File: src/rtl/conv_pkg.sv
// Shared parameters and types for the convolution input loader.
// Contents:
//   N, M, T        x depth, filter depth, data width
//   XADDR_W        x memory address width
//   FADDR_W        f memory address width
//   ld_state_t     loader FSM state (LOAD / RUN)
package conv_pkg;

  localparam int unsigned N       = 43;
  localparam int unsigned M       = 16;
  localparam int unsigned T       = 32;
  localparam int unsigned XADDR_W = $clog2(N);
  localparam int unsigned FADDR_W = $clog2(M);

  typedef enum logic {
    LOAD = 1'b0,
    RUN  = 1'b1
  } ld_state_t;

endpackage : conv_pkg

File: src/rtl/load_counter.sv
// Saturating write-address counter for one loader memory.
// Ports:
//   clk, reset   clock, synchronous active-high reset
//   clear        return to empty (address 0, not full)
//   inc          one word accepted this cycle
//   cnt          current write address
//   full         all DEPTH words written
//   full_nxt     value full takes on the next edge (combinational)
// The address stays at DEPTH-1 once full. A separate full flag lets a
// power-of-two DEPTH fit in AW bits without an extra counter bit.
module load_counter #(
  parameter int unsigned DEPTH = 16,
  parameter int unsigned AW    = 4
) (
  input  logic          clk,
  input  logic          reset,
  input  logic          clear,
  input  logic          inc,
  output logic [AW-1:0] cnt,
  output logic          full,
  output logic          full_nxt
);

  logic [AW-1:0] cnt_q, cnt_d;
  logic          full_q, full_d;

  // Next count: clear wins, then advance or set full on the last word
  always_comb begin
    cnt_d  = cnt_q;
    full_d = full_q;
    if (clear) begin
      cnt_d  = '0;
      full_d = 1'b0;
    end else if (inc && !full_q) begin
      if (cnt_q == AW'(DEPTH - 1)) begin
        full_d = 1'b1;
      end else begin
        cnt_d = cnt_q + AW'(1);
      end
    end
  end

  always_ff @(posedge clk) begin
    if (reset) begin
      cnt_q  <= '0;
      full_q <= 1'b0;
    end else begin
      cnt_q  <= cnt_d;
      full_q <= full_d;
    end
  end

  assign cnt      = cnt_q;
  assign full     = full_q;
  assign full_nxt = full_d;

endmodule : load_counter

File: src/rtl/conv_input_loader.sv
// Loads the x sample vector and the filter taps from two valid/ready streams
// into their memories, then raises conv_start and holds the memories until
// conv_done returns the loader to LOAD for the next vector.
// Ports:
//   clk, reset                        clock, synchronous active-high reset
//   s_data_in_x/s_valid_x/s_ready_x   x input stream
//   s_data_in_f/s_valid_f/s_ready_f   filter input stream
//   conv_done                         pulse: convolution finished
//   conv_start                        both memories loaded (state == RUN)
//   x_wr_en/x_wr_addr/x_wr_data       x memory write port
//   f_wr_en/f_wr_addr/f_wr_data       f memory write port
// Build option: LOADER_FILTER_PERSIST_EN keeps the filter loaded across runs
// so only x is reloaded after conv_done; only reset empties the filter.
module conv_input_loader
  import conv_pkg::*;
(
  input  logic               clk,
  input  logic               reset,
  input  logic [T-1:0]       s_data_in_x,
  input  logic               s_valid_x,
  output logic               s_ready_x,
  input  logic [T-1:0]       s_data_in_f,
  input  logic               s_valid_f,
  output logic               s_ready_f,
  input  logic               conv_done,
  output logic               conv_start,
  output logic               x_wr_en,
  output logic [XADDR_W-1:0] x_wr_addr,
  output logic [T-1:0]       x_wr_data,
  output logic               f_wr_en,
  output logic [FADDR_W-1:0] f_wr_addr,
  output logic [T-1:0]       f_wr_data
);

  ld_state_t state_q, state_d;

  logic [XADDR_W-1:0] x_cnt;
  logic [FADDR_W-1:0] f_cnt;
  logic x_full, x_full_nxt, f_full, f_full_nxt;
  logic x_clear, f_clear;
  logic x_acc, f_acc;
  logic run_exit;

  // Readies only in LOAD and only while the memory still has room
  assign s_ready_x = (state_q == LOAD) && !x_full;
  assign s_ready_f = (state_q == LOAD) && !f_full;

  assign x_acc = s_valid_x && s_ready_x;
  assign f_acc = s_valid_f && s_ready_f;

  assign run_exit = (state_q == RUN) && conv_done;
  assign x_clear  = run_exit;
`ifdef LOADER_FILTER_PERSIST_EN
  assign f_clear  = 1'b0;
`else
  assign f_clear  = run_exit;
`endif

  load_counter #(.DEPTH(N), .AW(XADDR_W)) u_x_cnt (
    .clk      (clk),
    .reset    (reset),
    .clear    (x_clear),
    .inc      (x_acc),
    .cnt      (x_cnt),
    .full     (x_full),
    .full_nxt (x_full_nxt)
  );

  load_counter #(.DEPTH(M), .AW(FADDR_W)) u_f_cnt (
    .clk      (clk),
    .reset    (reset),
    .clear    (f_clear),
    .inc      (f_acc),
    .cnt      (f_cnt),
    .full     (f_full),
    .full_nxt (f_full_nxt)
  );

  // Memory writes land on the same edge as the handshake
  assign x_wr_en   = x_acc;
  assign x_wr_addr = x_cnt;
  assign x_wr_data = s_data_in_x;
  assign f_wr_en   = f_acc;
  assign f_wr_addr = f_cnt;
  assign f_wr_data = s_data_in_f;

  // Next state: enter RUN on the edge both memories become full
  always_comb begin
    state_d = state_q;
    case (state_q)
      LOAD: if (x_full_nxt && f_full_nxt) state_d = RUN;
      RUN:  if (conv_done)                state_d = LOAD;
      default: state_d = LOAD;
    endcase
  end

  always_ff @(posedge clk) begin
    if (reset) begin
      state_q <= LOAD;
    end else begin
      state_q <= state_d;
    end
  end

  assign conv_start = (state_q == RUN);

endmodule : conv_input_loader

File: config.mk
export PLATFORM = sky130hd
export DESIGN_NAME = conv_input_loader
export DESIGN_NICKNAME = d
export VERILOG_FILES = /design/src/rtl/conv_pkg.sv /design/src/rtl/load_counter.sv /design/src/rtl/conv_input_loader.sv
export SDC_FILE = /design/constraint.sdc
export NUM_CORES = 1
export LEC_CHECK = 0
export CORE_ASPECT_RATIO = 0.7
export CORE_UTILIZATION = 25
export CTS_BUF_LIST = sky130_fd_sc_hd__clkbuf_2
export DETAILED_ROUTE_END_ITERATION = 12
export PLACE_DENSITY = 0.81
export SETUP_SLACK_MARGIN = 0.02
export SLEW_MARGIN = 5
export SYNTH_ARGS = -nofsm -noshare
export SYNTH_HDL_FRONTEND = slang
export SYNTH_SLANG_ARGS = --single-unit
File: constraint.sdc
create_clock -name clk -period 2.1 [get_ports clk]
set_clock_uncertainty 0.05 [all_clocks]
set_input_delay 0.315 -clock clk [delete_from_list [all_inputs] [get_ports clk]]
set_output_delay 0.315 -clock clk [all_outputs]
set_load 0.01 [all_outputs]
==> results.py <==
metrics = {
    "outcome": {
        "status": "complete, no violations",
    },
    "timing": {
        "final_max_slew_viol_count": 0,
        "fmax_ghz": 0.537,
        "fin_crit_ps": 1860,
        "fin_crit_sh_pct": 88.7,
        "rsz0062_at_grt": "false",
        "fin_setup_tns_ps": 0,
        "setup_violations": 0,
        "worstMarginPinSlew_ps": 391,
        "hold_viol": 0,
        "maxSlewHeadroom_pct": 74.0,
        "worst_slack_ps": 237,
    },
    "clocking": {
        "cts_buffers": 3,
        "cts.sinks": 13,
        "htreeDepth": 1,
        "root_buffer": "clkbuf_2",
        "cts_tree": "yes",
        "clockBufferDepth": 2,
        "hold_buffers": 0,
        "clk_pin_slew_ps": 130,
        "clk_latency_ps": 260,
    },
    "hold_path": {
        "min_path_type": "flip-flop to flip-flop",
    },
    "worst_setup_path": {
        "cp.buffers_inverters": 3,
        "critPathKind": "primary input to output pin",
        "crit_family": "buffers and inverters",
        "crit_slowest_cell": "clkdlybuf4s50_1",
        "arrival_ps": 1500,
        "path_cells": "clkdlybuf4s50_1, or3b_4, inv_2, dlygate4sd2_1",
        "cp_max_fo": 2,
        "crit_path_start_kind": "primary input",
        "end_kind": "output pin",
        "cp_data_required_time_ps": 1740,
        "max_stage_delay_ps": 480,
    },
    "synth": {
        "synth_top_area_share_pct": 43.6,
        "ys_ff_latch": 13,
        "async_reset_ff_share_pct": 0,
        "synth_edf_count": 0,
        "ys_warn_count": 0,
        "yosysSeqAreaShare_pct": 23.6,
        "synth_cell_type_count": 30,
        "ys_top_cells_by_area": "buf_4 (44%), dfxtp_1 (24%), a21oi_1 (4.1%)",
        "synthesis.nets": 206,
        "synth_ff_type": "dfxtp_1",
        "avgSynthCellArea_um2": 8.23,
        "netlist_area_um2": 1100,
        "synth_cells": 134,
        "synth_top_area_cell": "buf_4",
    },
    "floorplanning": {
        "ios": 148,
        "die_h_um": 57.6,
        "fp.dieW_um": 81.4,
        "start_util_pct": 27.1,
        "rows": 19,
        "die_area_um2": 4680,
        "core_region_area_um2": 4070,
    },
    "layout": {
        "final_cells": 149,
        "mostFrequentLayoutCell": "clkdlybuf4s50_1",
        "regArea_um2": 262,
        "n_antenna_cell": 0,
        "fillCellCount": 436,
        "areaGrowthSynthToFinish_pct": -15.4,
        "multi_input_area_um2": 345,
        "layout-drive-gt1-share_pct": 15.5,
        "final_nets": 170,
        "layout_common_cells": "clkdlybuf4s50_1 (17), dfxtp_1 (12), a21oi_1 (9)",
    },
    "detailed_routing": {
        "initialDrtViolationCount": 25,
        "wl_met3_um": 226,
        "routed_wl_mm": 1.99,
        "avgRoutedWirePerCell_um": 13.3,
        "via_count": 710,
        "top_layer": "met4",
        "drc": 0,
        "drt_pass1_iterations": 4,
        "wl_met2_um": 922,
        "viasPerCell": 4.77,
        "antenna_left": 0,
        "wl_met1_um": 797,
    },
    "pwr": {
        "total_power_mw": 0.464,
        "p_per_area_nw_per_um2": 498,
        "power_leakage_nw": 0.345,
        "ir_drop_v": 0.0000880,
    },
    "placement": {
        "place_hpwl_mm": 1.55,
        "io_buffers": 19,
        "dpl_worst_slack_ps": -47.9,
        "gp_congestion": 0.795,
        "place_inst": 145,
    },
    "global_routing": {
        "first_global_vias": 652,
        "grt_pass1_wl_mm": 3.02,
        "grt_max_degree": 12,
        "track_usage_pct": 8.82,
        "grt_antenna_before_repair": 0,
        "grt_overflow_total": 0,
    },
    "flow_run": {
        "cap_violations": 0,
    },
}
worst register-to-register path, cell delays in order (launching register included):
cell	delay, ps
dfxtp_2	400
or3b_4	400
buf_4	160
or4_1	490
a21oi_1	140
through the flow:
step	hold slack, ps	utilization (%)	area [um2]
2_1_floorplan	417	-	1100
3_3_place_gp	436	22.4	911
3_5_place_dp	452	22.4	911
4_1_cts	472	22.9	932
5_1_grt	516	22.9	932
6_report	464	22.9	932
power by group:
group,internal (mW),switching (mW)
combinational,0.0397,0.0304
clock,0.0505,0.0808
sequential,0.254,0.00882
total,0.344,0.120
what timing repair did:
action,CTS,global route
setup endpoints to repair,2,0
gates resized for setup,4,0
buffers inserted,0,0
layer usage:
metal  GRT usage, %  vias up
li1               -      316
met5              0        -
met3           7.36        6
met1           9.08      343
met2           12.3       45
met4           5.10        0
sequential cells by signal, indices dropped and copies added (netlist names):
signal / flops
u_f_cnt.cnt: 4
u_x_cnt.cnt: 6
conv_start: 1
u_f_cnt.full: 1
u_x_cnt.full: 1
kinds of logic after synthesis:
group                      count (synthesis)  synth area share, %
buffers and inverters                     69                 45.3
and+or+nand+nor                           26                 14.3
adders and majority gates                  3                 3.41
muxes                                      2                 1.82
DFF                                       13                 23.6
AOI/OAI and AO/OA                         21                 11.6
cell usage after synthesis (all sizes together), types with 2 or more instances:
library cell  instances
a21oi                 9
a31oi                 2
buf                  64
dfxtp                13
ha                    3
inv                   4
mux2i                 2
nand2                 6
nand3                 3
nor2                  4
o21ai                 4
or3                   3
or3b                  2
area by class of cell:
type,count,share of cell area (%)
Multi-Input combinational cell,52,37.0
Sequential cell,13,28.1
Timing Repair Buffer,24,24.2
Tap cell,52,6.98
Clock buffer,4,2.15
Inverter,4,1.61
path summary, 6_finish.rpt:
check,from,end,slack [ps],depth (start not counted)
worst max-delay path,s_valid_x,x_wr_en,240,4
worst min-delay path,u_x_cnt.cnt[5]$_SDFFE_PP0P_,u_x_cnt.cnt[5]$_SDFFE_PP0P_,460,2
worst max register to register,conv_start$_SDFF_PP0_,u_x_cnt.cnt[5]$_SDFFE_PP0P_,400,4
worst min register to register,u_x_cnt.cnt[5]$_SDFFE_PP0P_,u_x_cnt.cnt[5]$_SDFFE_PP0P_,460,2
Power figures use the tool's default switching activity.
